### config.mk
export PLATFORM = sky130hd
export DESIGN_NAME = morse_decoder
export DESIGN_NICKNAME = d
export VERILOG_FILES = /design/src/rtl/morse_decoder.sv
export SDC_FILE = /design/constraint.sdc
export NUM_CORES = 1
export LEC_CHECK = 0
export CORE_MARGIN = 2
export CORE_UTILIZATION = 50
export CTS_BUF_LIST = sky130_fd_sc_hd__clkbuf_16
export DETAILED_ROUTE_END_ITERATION = 7
export MAX_ROUTING_LAYER = met4
export PLACE_DENSITY_LB_ADDON = 0.15
export SETUP_SLACK_MARGIN = 0.15
export SYNTH_ARGS = -nofsm -noshare
export SYNTH_HDL_FRONTEND = slang
export SYNTH_SLANG_ARGS = --single-unit
### constraint.sdc
create_clock -name clock -period 2.2 [get_ports clock]
set_clock_uncertainty 0.05 [all_clocks]
set_input_delay 0.55 -clock clock [delete_from_list [all_inputs] [get_ports clock]]
set_output_delay 0.55 -clock clock [all_outputs]
set_load 0.005 [all_outputs]
### src/rtl/morse_decoder.sv
// Receive side of the morse link: phase-locks a mid-unit sample strobe to the
// first mark edge, classifies marks/gaps and decodes the S..Z letter code.
module morse_decoder #(
    parameter int CLKS_PER_UNIT = 25000000,
    parameter int CNT_W         = 26
) (
    input  logic       clock,
    input  logic       reset,
    input  logic       morse_code,
    output logic [2:0] letter,
    output logic       letter_valid,
    output logic       decode_error,
    output logic       busy
);

    typedef enum logic [1:0] {IDLE, MARK, SPACE} state_t;

    localparam logic [CNT_W-1:0] HALF_LOAD = CNT_W'(CLKS_PER_UNIT / 2 - 1);
    localparam logic [CNT_W-1:0] UNIT_LOAD = CNT_W'(CLKS_PER_UNIT - 1);
    localparam logic [CNT_W-1:0] CNT_ONE   = CNT_W'(1);

    state_t           state, state_nx;
    logic [1:0]       sync_q;
    logic             m;
    logic [CNT_W-1:0] unit_cnt;
    logic             start;
    logic             tick;

    logic [2:0] mark_len, mark_len_nx;
    logic [1:0] zero_len, zero_len_nx;
    logic [2:0] sym_cnt, sym_cnt_nx;
    logic [3:0] sym, sym_nx;
    logic       err, err_nx;
    logic [2:0] letter_nx;
    logic       valid_nx, error_nx;
    logic [3:0] lk;

    // Returns {hit, code}; sym holds symbols MSB-first, unused low bits are 0.
    function automatic logic [3:0] lookup(input logic [2:0] cnt, input logic [3:0] s);
        logic [3:0] r;
        r = 4'b0000;
        case ({cnt, s})
            {3'd3, 4'b0000}: r = {1'b1, 3'd0};  // S ...
            {3'd1, 4'b1000}: r = {1'b1, 3'd1};  // T -
            {3'd3, 4'b0010}: r = {1'b1, 3'd2};  // U ..-
            {3'd4, 4'b0001}: r = {1'b1, 3'd3};  // V ...-
            {3'd3, 4'b0110}: r = {1'b1, 3'd4};  // W .--
            {3'd4, 4'b1001}: r = {1'b1, 3'd5};  // X -..-
            {3'd4, 4'b1011}: r = {1'b1, 3'd6};  // Y -.--
            {3'd4, 4'b1100}: r = {1'b1, 3'd7};  // Z --..
            default:         r = 4'b0000;
        endcase
        return r;
    endfunction

    assign m     = sync_q[1];
    assign start = (state == IDLE) && m;
    assign tick  = !start && (unit_cnt == '0);
    assign busy  = (state != IDLE);

    always_ff @(posedge clock) begin
        if (!reset) begin
            sync_q   <= 2'b00;
            unit_cnt <= '0;
        end else begin
            sync_q <= {sync_q[0], morse_code};
            // Half-unit load on the first edge puts every later tick mid-unit.
            if (start)
                unit_cnt <= HALF_LOAD;
            else if (unit_cnt == '0)
                unit_cnt <= UNIT_LOAD;
            else
                unit_cnt <= unit_cnt - CNT_ONE;
        end
    end

    always_ff @(posedge clock) begin
        if (!reset) begin
            state        <= IDLE;
            mark_len     <= 3'd0;
            zero_len     <= 2'd0;
            sym_cnt      <= 3'd0;
            sym          <= 4'd0;
            err          <= 1'b0;
            letter       <= 3'd0;
            letter_valid <= 1'b0;
            decode_error <= 1'b0;
        end else begin
            state        <= state_nx;
            mark_len     <= mark_len_nx;
            zero_len     <= zero_len_nx;
            sym_cnt      <= sym_cnt_nx;
            sym          <= sym_nx;
            err          <= err_nx;
            letter       <= letter_nx;
            letter_valid <= valid_nx;
            decode_error <= error_nx;
        end
    end

    always_comb begin
        state_nx    = state;
        mark_len_nx = mark_len;
        zero_len_nx = zero_len;
        sym_cnt_nx  = sym_cnt;
        sym_nx      = sym;
        err_nx      = err;
        letter_nx   = letter;
        valid_nx    = 1'b0;
        error_nx    = 1'b0;
        lk          = lookup(sym_cnt, sym);

        case (state)
            IDLE: begin
                if (m) begin
                    mark_len_nx = 3'd0;
                    zero_len_nx = 2'd0;
                    sym_cnt_nx  = 3'd0;
                    sym_nx      = 4'd0;
                    err_nx      = 1'b0;
                    state_nx    = MARK;
                end
            end
            MARK: begin
                if (tick) begin
                    if (m) begin
                        if (mark_len != 3'd7)
                            mark_len_nx = mark_len + 3'd1;
                    end else begin
                        if (mark_len != 3'd1 && mark_len != 3'd3)
                            err_nx = 1'b1;
                        if (sym_cnt == 3'd4) begin
                            err_nx = 1'b1;
                        end else begin
                            sym_nx[2'd3 - sym_cnt[1:0]] = (mark_len == 3'd3);
                            sym_cnt_nx = sym_cnt + 3'd1;
                        end
                        zero_len_nx = 2'd1;
                        state_nx    = SPACE;
                    end
                end
            end
            SPACE: begin
                if (tick) begin
                    if (!m) begin
                        zero_len_nx = zero_len + 2'd1;
                        // Third zero unit closes the letter.
                        if (zero_len == 2'd2) begin
                            if (!err && lk[3]) begin
                                letter_nx = lk[2:0];
                                valid_nx  = 1'b1;
                            end else begin
                                error_nx = 1'b1;
                            end
                            state_nx = IDLE;
                        end
                    end else begin
                        // A two-unit gap is neither element nor letter spacing.
                        if (zero_len == 2'd2)
                            err_nx = 1'b1;
                        mark_len_nx = 3'd1;
                        state_nx    = MARK;
                    end
                end
            end
            default: state_nx = IDLE;
        endcase
    end

endmodule
==> results of run 1 <==
[area by class of cell]
class / instances / share of cell area (%)
clock buffers: 5 / 3.54
clock inverters: 3 / 1.20
inverters: 17 / 1.88
multi-input cells: 243 / 52.1
flip-flops and latches: 48 / 27.7
well taps: 70 / 2.48
repair buffers: 49 / 11.2
[critical path: cells and delay by family (launching register included)]
| family | cells | cell delay [ns] |
|---|---|---|
| AND/OR/NAND/NOR | 4 | 1.70 |
| flip-flops | 1 | 0.32 |
| AO/OA/AOI/OAI | 1 | 0.14 |
[cell families after synthesis]
family / after synthesis / share of synthesized area, %
buffers and inverters: 27 / 3.81
flip-flops: 48 / 36.1
AO/OA/AOI/OAI: 68 / 15.8
AND/OR/NAND/NOR: 130 / 26.4
XOR/XNOR: 15 / 4.94
multiplexers: 12 / 4.61
adder cells (fa/ha/maj): 18 / 8.37
[layout by cell type, fill, tap and decap left out, types with 3 or more instances in the layout]
| cell type | netlist | layout |
|---|---|---|
| ha_4 | 0 | 4 |
| o31ai_1 | 7 | 7 |
| or4_1 | 4 | 4 |
| inv_1 | 17 | 13 |
| dfxtp_2 | 0 | 8 |
| o21ai_0 | 10 | 8 |
| clkbuf_16 | 0 | 5 |
| dfxtp_1 | 48 | 38 |
| nand4_1 | 8 | 8 |
| a31oi_1 | 6 | 6 |
| nor4_4 | 0 | 5 |
| nand3_1 | 13 | 13 |
| buf_4 | 0 | 39 |
| clkdlybuf4s50_1 | 0 | 7 |
| nor2b_1 | 3 | 3 |
| ha_1 | 17 | 12 |
| a21oi_1 | 27 | 25 |
| xnor2_1 | 9 | 9 |
| nor2_1 | 22 | 20 |
| nand2_1 | 33 | 32 |
| mux2i_1 | 10 | 10 |
| or3_1 | 4 | 3 |
| or4_4 | 2 | 3 |
| nor3_1 | 11 | 7 |
| xor2_1 | 6 | 6 |
| inv_2 | 0 | 3 |
[repair_timing]
| item | 4_1_cts | 5_1_grt |
|---|---|---|
| buffers inserted | 4 | 7 |
| endpoints found under the setup margin | 28 | 31 |
| resized for setup | 24 | 37 |
| pin swaps | 9 | 16 |
| hold endpoints to repair | 0 | 0 |
[where the power goes]
group	switching, mW	internal, mW	total (mW)
registers	0.257	1.09	1.35
logic	1.32	1.28	2.60
clock network	0.336	0.534	0.870
[per-layer routing]
metal | track usage [%] | part of all wire (%)
met1 | 27.6 | 42
met2 | 40.8 | 54
met3 | 4.82 | 3.3
met4 | 8.55 | 1.0
met5 | - | 0
[metrics by stage]
stage                     cell area (um^2)  setup TNS [ns]  hold WS, ns  utilization [%]  cells
after floorplan                       2690          -0.101        0.362                -    318
after global placement                3050         -0.0553        0.385             59.7    416
after detailed placement              3050          -0.284        0.377             59.7    416
after CTS                             3320          -0.103        0.395             65.0    428
after global routing                  3530          -0.143        0.419             69.2    435
final                                 3530         -0.0888        0.395             69.2    435
[flip-flops by register name, summed over array words and instances (netlist names)]
name	count
unit_cnt	26
sym	4
letter	3
mark_len	3
sym_cnt	3
state	2
sync_q	2
zero_len	2
decode_error	1
err	1
letter_valid	1
[worst paths after layout]
kind	start	endpoint	slack [ns]	cells after the start
setup / recovery	unit_cnt[12]$_SDFF_PN0_	unit_cnt[23]$_SDFF_PN0_	-0.09	5
hold / removal	sync_q[0]$_SDFF_PN0_	sync_q[1]$_SDFF_PN0_	0.40	1
setup reg to reg	unit_cnt[12]$_SDFF_PN0_	unit_cnt[23]$_SDFF_PN0_	-0.09	5
hold reg to reg	sync_q[0]$_SDFF_PN0_	sync_q[1]$_SDFF_PN0_	0.40	1
==> flow_metrics.py, run 1 <==
metrics = {
    "timing": {
        "tightestPinTransition_ns": 0.605,
        "rsz0062_at_grt": "true",
        "finalSetupViolations": 1,
        "finalMaxSlewViolations": 0,
        "hold_viol_final": 0,
        "fin_crit_sh_pct": 104,
        "setup_ws_ns": -0.0888,
        "max_slew_margin_pct": 59.7,
        "post-route-min-period_ns": 2.29,
        "fmax_mhz": 437,
    },
    "floorplan": {
        "ios": 9,
        "dieArea_um2": 5920,
        "die_w_um": 77.0,
        "initial_core_util_pct": 52.1,
        "die_h_um": 77.0,
        "num_rows": 26,
        "design.core.area_um2": 5110,
    },
    "yosys": {
        "synth-seq-area-share_pct": 36.1,
        "synth_top_cell_area_share_pct": 36.1,
        "syn_nets": 338,
        "yosysUniqueCellTypes": 51,
        "synthCells": 318,
        "ys_ff_latch": 48,
        "synth_flop_cell": "dfxtp_1",
        "synth_area_leaders": "dfxtp_1, ha_1, a21oi_1, nand2_1, mux2i_1",
        "ys_top_cells_by_count": "dfxtp_1, nand2_1, a21oi_1",
        "async_reset_ff_share_pct": 0,
        "netlist_area_um2": 2660,
        "synth-edff-count": 0,
        "yosys_warnings": 0,
        "avgSynthCellArea_um2": 8.37,
        "synth_top_area_cell": "dfxtp_1",
        "synth.most_common_cell": "dfxtp_1",
    },
    "finish": {
        "multi_input_area_um2": 1840,
        "register_area_um2": 978,
        "drive_gt1_share_pct": 28.8,
        "finalNetCount": 384,
        "area_growth_pct": 32.8,
        "n_antenna_cell": 0,
        "fillCellCount": 426,
    },
    "clock_tree": {
        "cts_buffers": 5,
        "cts_root_buffer": "clkbuf_16",
        "htreeDepth": 2,
        "cts_tree": "built",
        "cts_buffer_depth": 2,
        "clk_pin_slew_ns": 0.06,
        "cts_hold_buffers": 0,
        "clkLatencyLatePin_ns": 0.29,
        "cts_sinks": 48,
    },
    "power_and_ir_drop": {
        "power_mw": 4.82,
        "irDropWorstVdd_uv": 1020,
        "leakage_nw": 1.35,
        "power_density_nw_per_um2": 1360,
    },
    "global_route": {
        "grt_max_degree": 20,
        "grt_pass1_vias": 2400,
        "grtUsageTotal_pct": 23.8,
        "grt_overflow_total": 0,
        "grt_pass1_wl_mm": 11.1,
        "antenna_found_initial": 0,
    },
    "worst_setup_path": {
        "start_kind": "flip-flop",
        "cp_cell_sequence": "or4_4, or3_4, or4_4, or4_1, a31oi_1",
        "critical-path-max-stage-delay_ns": 0.52,
        "worst_path_most_repeated_cell": "or4_4",
        "critical_path_arrival_ns": 2.46,
        "critical_path_peak_fanout": 2,
        "worst_setup_path_end_kind": "flip-flop",
        "required_ns": 2.37,
        "slowest_stage": "or4_4",
        "path_class": "flip-flop to flip-flop",
    },
    "drt": {
        "drc": 0,
        "ant_nets": 0,
        "wl_per_cell_um": 15.6,
        "dr.pass1.iters": 4,
        "via_per_inst": 5.79,
        "routed_wl_mm": 6.79,
        "drt_first_iter_violations": 184,
        "num_vias": 2518,
    },
    "status": {
        "status": "finished with violations",
        "violations": "negative setup slack",
    },
    "placed_design": {
        "portBuffers": 8,
        "pre_cts_ws_ns": -0.0926,
        "hpwl_mm": 4.55,
        "gp_congestion": 0.860,
    },
    "job": {
        "max_cap_violations": 0,
    },
    "min_path": {
        "holdCritPathClass": "flip-flop to flip-flop",
    },
}
Note: power is estimated with default switching activity, not from simulation.
==> run 2: changes to the inputs <==
Settings changed: ABC_AREA from default to 1, ABC_CLOCK_PERIOD_IN_PS from default to 2200, CORE_UTILIZATION 50 to 55.
==> run 2 against run 1 <==
The flow now finishes without violations. Clock-buffer cell count did not move. Synthesized cell count is 31% higher. Final area decreased by 6.9%. Global-route usage down 1.8 points. Combinational power is 15% higher. Maximum frequency up 23%. Non-clock buffer count fell by 34. Sequential cell count unchanged. Critical path depth grew 6. Routed wire length decreased by 11%. Critical endpoint is now letter[0]$_SDFFE_PN0P_. Largest cell class unchanged. Largest power group unchanged.
==> flow_metrics.py, run 2 <==
metrics = {
    "status": {
        "status": "completed",
    },
    "worst_setup_path": {
        "start_kind": "flip-flop",
        "required_ns": 2.33,
        "startpoint": "unit_cnt[0]$_SDFF_PN0_",
        "path_class": "flip-flop to flip-flop",
        "worst_setup_path_end_kind": "flip-flop",
        "worstReg2RegStart": "unit_cnt[0]$_SDFF_PN0_",
        "critical_path_arrival_ns": 1.99,
        "critical_path_peak_fanout": 5,
    },
    "timing": {
        "tightestPinTransition_ns": 0.381,
        "max_slew_margin_pct": 74.6,
        "fin_setup_tns_ns": 0,
        "rsz0062_at_grt": "false",
        "fin_crit_sh_pct": 84.3,
        "hold_viol_final": 0,
        "fmax_mhz": 539,
        "post-route-min-period_ns": 1.85,
        "finalMaxSlewViolations": 0,
        "finalSetupViolations": 0,
    },
    "yosys": {
        "synth_top_cell_area_share_pct": 32.8,
        "synth-seq-area-share_pct": 32.8,
        "ys_ff_latch": 48,
        "synth.most_common_cell": "nand2_1",
        "ys_top_cells_by_count": "nand2_1, nor2_1, inv_1",
        "synth_top_family_by_area": "simple AND/OR/NAND/NOR gates",
        "synth_flop_cell": "dfxtp_1",
        "netlist_area_um2": 2930,
        "avgSynthCellArea_um2": 7.00,
        "synth_compound_area_share_pct": 10.9,
        "synth-edff-count": 0,
        "synth_area_leaders": "dfxtp_1, nand2_1, nor2_1, ha_1, inv_1",
        "yosys_warnings": 0,
        "muxShareOfSynthArea_pct": 0,
        "synth_fa_ha_area_share_pct": 7.26,
        "async_reset_ff_share_pct": 0,
        "synth_top_area_cell": "dfxtp_1",
        "synth_xor_area_share_pct": 2.99,
        "syn_nets": 438,
        "yosysUniqueCellTypes": 32,
        "yosys.area_share.simple_pct": 37.5,
        "synthCells": 418,
    },
    "finish": {
        "largest_reg_flops": 26,
        "stdcell_count": 506,
        "final_area_um2": 3290,
        "area_growth_pct": 12.4,
        "finalNetCount": 456,
        "final_common_cell": "nand2_1",
        "fillCellCount": 461,
        "largest-register": "unit_cnt",
        "drive_gt1_share_pct": 16.7,
        "n_antenna_cell": 0,
        "largestRegisters": "unit_cnt x26, sym x4",
        "mostFrequentLayoutCells": "nand2_1, nor2_1, inv_1",
    },
    "floorplan": {
        "die_w_um": 77.0,
        "num_rows": 26,
        "die_h_um": 77.0,
        "dieArea_um2": 5920,
        "initial_core_util_pct": 57.3,
        "design.core.area_um2": 5110,
        "ios": 9,
    },
    "power_and_ir_drop": {
        "leakage_nw": 1.50,
        "internal_power_mw": 2.60,
        "clock_power_share_pct": 14.5,
        "seqPwrFrac_pct": 26.9,
        "irDropWorstVdd_uv": 753,
        "power_density_nw_per_um2": 1540,
        "p_comb_share_pct": 58.6,
        "p_switching_mw": 2.49,
        "swShare_pct": 48.9,
    },
    "clock_tree": {
        "cts_sinks": 48,
        "cts_root_buffer": "clkbuf_16",
        "cts_buffers": 5,
        "cts_hold_buffers": 0,
        "clkLatencyLatePin_ns": 0.28,
        "htreeDepth": 2,
        "cts_tree": "built",
        "clk_pin_slew_ns": 0.06,
        "cts_buffer_depth": 2,
    },
    "min_path": {
        "holdCritPathClass": "flip-flop to flip-flop",
        "worstHoldStart": "sync_q[0]$_SDFF_PN0_",
    },
    "placed_design": {
        "hpwl_mm": 4.61,
        "place_area_um2": 3120,
        "gp_congestion": 0.860,
        "portBuffers": 8,
        "placed_cells": 496,
    },
    "global_route": {
        "grt_overflow_total": 0,
        "grt_pass1_wl_mm": 10.3,
        "grt_max_degree": 21,
        "antenna_found_initial": 0,
        "grtUsageTotal_pct": 22.0,
        "grt_pass1_vias": 2313,
    },
    "drt": {
        "drc": 0,
        "wl_per_cell_um": 11.9,
        "via_per_inst": 5.13,
        "ant_nets": 0,
        "drt_first_iter_violations": 124,
        "routed_wl_mm": 6.03,
        "dr.pass1.iters": 4,
        "num_vias": 2594,
    },
    "job": {
        "max_cap_violations": 0,
    },
}
run 2: cell types whose count changed after synthesis, moves of 10 or more:
cell	previous run	this run
nand2_2	0	11
inv_1	17	55
nor2_1	22	58
nand2_1	33	76
mux2i_1	10	0
nor2_2	0	16
run 2: area by class of cell:
cell class	count	area [um^2]	share of cell area (%)
Multi-Input combinational cell	304	1720	52.3
Sequential cell	48	963	29.3
Inverter	62	233	7.07
Timing Repair Buffer	15	148	4.48
Clock buffer	5	125	3.80
Tap cell	70	87.6	2.66
Clock inverter	2	12.5	0.380
run 2: worst max-delay path, stage by stage (launching register included):
cell,delay (ns)
dfxtp_1,0.30
inv_1,0.14
ha_1,0.17
inv_1,0.05
nor2_1,0.15
nand3_4,0.12
nor3_4,0.30
nand2_1,0.13
nor2_2,0.17
nand3_1,0.09
nand2_1,0.06
nor2_1,0.04
run 2: final timing paths:
kind / end / depth (start not counted) / slack, ns
hold / removal: sync_q[1]$_SDFF_PN0_ / 2 / 0.36
hold reg to reg: sync_q[1]$_SDFF_PN0_ / 2 / 0.36
setup / recovery: letter[0]$_SDFFE_PN0P_ / 11 / 0.35
setup reg to reg: letter[0]$_SDFFE_PN0P_ / 11 / 0.35
run 2: power groups by stage:
stage	Combinational, mW	Sequential [mW]	Clock, mW
after floorplan	2.36	1.33	0
after global placement	2.84	1.38	0
after detailed placement	2.87	1.39	0
after CTS	2.98	1.36	0.752
after global routing	3.36	1.40	0.788
final	2.98	1.37	0.737
run 2: cell families (layout without fill, tap and decap cells):
group           Yosys count  after routing
compound gates           58             58
xor+xnor                 10             10
fa+ha+maj                17             17
buf+inv                  66             84
flops                    48             48
simple gates            219            219
run 2: repair_timing:
item	in CTS	in global routing
gates cloned	0	0
setup endpoints to repair	1	4
pin swaps	1	0
buffers inserted	3	0
resized for setup	3	2
run 2: layer usage:
metal  vias up  GRT usage, %  part of all wire [%]
met3         5          2.82                   3.2
met4         0          6.55                  0.98
met1      1177          29.8                    50
li1       1364             -                     -
met5         -             -                     0
met2        48          34.3                    45
run 2: stage by stage:
step	hold slack, ns	total power, mW	util, %	worst slack [ns]
2_1_floorplan	0.340	3.69	-	0.533
3_3_place_gp	0.349	4.22	61.1	0.335
3_5_place_dp	0.354	4.26	61.1	0.306
4_1_cts	0.371	5.09	64.3	0.174
5_1_grt	0.387	5.55	64.5	0.156
6_report	0.363	5.09	64.5	0.346
==> run 3: changes to the inputs <==
Settings changed: ABC_CLOCK_PERIOD_IN_PS 2200 to 1600.
Clock period 2.2 ns to 1.6 ns, I/O delays scaled along.
==> run 3 against run 2 <==
The flow now finishes with violations (negative setup slack). Register-to-register slack got worse by 0.51 ns. Clock-buffer cell count unchanged. Final area increased by 28%. Clock power increased by 35%. Critical path type unchanged. Critical endpoint is now state[0]$_SDFFE_PN0P_. Largest power group unchanged. Highest routed layer unchanged.
==> flow_metrics.py, run 3 (synthesis gave the netlist of run 2 again) <==
metrics = {
    "status": {
        "status": "finished with violations",
        "violations": "negative setup slack",
    },
    "drt": {
        "wl_per_cell_um": 16.5,
        "num_vias": 3189,
        "drt_first_iter_violations": 208,
        "dr.pass1.iters": 6,
        "routed_wl_mm": 9.41,
        "drc": 0,
        "ant_nets": 0,
        "via_per_inst": 5.60,
    },
    "power_and_ir_drop": {
        "irDropWorstVdd_uv": 1860,
        "leakage_nw": 1.87,
        "power_density_nw_per_um2": 2290,
    },
    "global_route": {
        "grt_pass1_wl_mm": 13.6,
        "grtUsageTotal_pct": 29.2,
        "antenna_found_initial": 0,
        "grt_max_degree": 17,
        "grt_overflow_total": 0,
        "grt_pass1_vias": 2976,
    },
    "job": {
        "max_cap_violations": 0,
    },
    "timing": {
        "tightestPinTransition_ns": 0.369,
        "finalMaxSlewViolations": 0,
        "hold_viol_final": 0,
        "rsz0062_at_grt": "true",
        "post-route-min-period_ns": 1.76,
        "setup_ws_ns": -0.163,
        "max_slew_margin_pct": 75.3,
        "fin_crit_sh_pct": 110,
        "finalSetupViolations": 42,
        "fmax_mhz": 567,
    },
    "clock_tree": {
        "cts_buffer_depth": 2,
        "cts_root_buffer": "clkbuf_16",
        "cts_buffers": 5,
        "cts_hold_buffers": 0,
        "htreeDepth": 2,
        "cts_tree": "built",
        "clkLatencyLatePin_ns": 0.29,
        "clk_pin_slew_ns": 0.06,
        "cts_sinks": 48,
    },
    "floorplan": {
        "initial_core_util_pct": 57.3,
        "design.core.area_um2": 5110,
        "dieArea_um2": 5920,
        "num_rows": 26,
        "ios": 9,
        "die_w_um": 77.0,
        "die_h_um": 77.0,
    },
    "finish": {
        "fin_util_pct": 82.5,
        "stdcell_count": 569,
        "final_common_cell": "nand2_1",
        "finalNetCount": 519,
        "area_growth_pct": 44.0,
        "largest-register": "unit_cnt",
        "largest_reg_flops": 26,
        "largestRegisters": "unit_cnt x26, sym x4",
        "final_area_um2": 4220,
        "mostFrequentLayoutCells": "nand2_1, buf_4, inv_1",
        "drive_gt1_share_pct": 43.1,
        "n_antenna_cell": 0,
    },
    "placed_design": {
        "portBuffers": 8,
        "pre_cts_ws_ns": -0.0479,
        "hpwl_mm": 5.37,
        "place_area_um2": 3540,
        "gp_congestion": 0.888,
        "placed_cells": 539,
    },
    "worst_setup_path": {
        "worst_setup_path_end_kind": "flip-flop",
        "critical-path-max-stage-delay_ns": 0.33,
        "rrSetupSlack_ns": -0.16,
        "start_kind": "flip-flop",
        "critical_path_arrival_ns": 1.94,
        "crit_buf_inv": 2,
        "cp_cell_sequence": "inv_4, ha_4, inv_4, nor2_4, nand3_4, nor2_4, nand4_4, o21ai_4, nand3_2, nand2_1, nand2_1, nor2_1",
        "slowest_stage": "dfxtp_2",
        "path_class": "flip-flop to flip-flop",
        "critPathTopFamily": "simple AND/OR/NAND/NOR gates",
        "critical_path_peak_fanout": 8,
        "required_ns": 1.77,
    },
    "min_path": {
        "holdCritPathClass": "flip-flop to flip-flop",
    },
}
[run 3: cell type report]
cell class              count  area (um^2)
clock buffers               5          125
clock inverters             2         7.51
fillers                   309          892
inverters                  62          248
multi-input cells         304         2110
flip-flops and latches     48          983
well taps                  70         87.6
repair buffers             78          654
[run 3: per-stage QoR]
| step | power (mW) | TNS, ns | hold slack [ns] |
|---|---|---|---|
| after floorplan | 5.23 | 0 | 0.340 |
| after global placement | 6.58 | -0.0671 | 0.348 |
| after detailed placement | 6.70 | -0.339 | 0.348 |
| after CTS | 8.41 | -0.500 | 0.363 |
| after global routing | 10.2 | -6.91 | 0.430 |
| final | 9.65 | -3.48 | 0.389 |
[run 3: final timing paths]
kind,start,end,cells after the start
setup reg to reg,unit_cnt[0]$_SDFF_PN0_,state[0]$_SDFFE_PN0P_,12
hold reg to reg,sync_q[0]$_SDFF_PN0_,sync_q[1]$_SDFF_PN0_,2
hold / removal,sync_q[0]$_SDFF_PN0_,sync_q[1]$_SDFF_PN0_,2
setup / recovery,unit_cnt[0]$_SDFF_PN0_,state[0]$_SDFFE_PN0P_,12
[run 3: power breakdown]
part	switching (mW)	internal (mW)	total, mW
clock	0.436	0.560	0.997
sequential	0.375	1.58	1.96
combinational	3.95	2.75	6.70
total	4.76	4.89	9.65
[run 3: what timing repair did]
| item | 4_1_cts | 5_1_grt |
|---|---|---|
| pin swaps | 22 | 29 |
| resized for setup | 71 | 49 |
| endpoints found under the hold margin | 0 | 0 |
| endpoints found under the setup margin | 50 | 47 |
| cloned | 0 | 0 |
| setup buffers | 13 | 10 |
[run 3: metal layers]
metal / routed length, um / global-route usage, % / part of all wire (%) / vias up
li1: - / - / - / 1507
met1: 3870 / 35.7 / 41 / 1503
met2: 4630 / 47.5 / 49 / 136
met3: 540 / 6.00 / 5.7 / 43
met4: 370 / 11.1 / 3.9 / 0
met5: 0 / - / 0 / -
[run 3: worst min-delay path, cell delays in order, from the launching register on]
cell     delay (ns)
dfxtp_1        0.31
nand2_1        0.06
inv_1          0.05
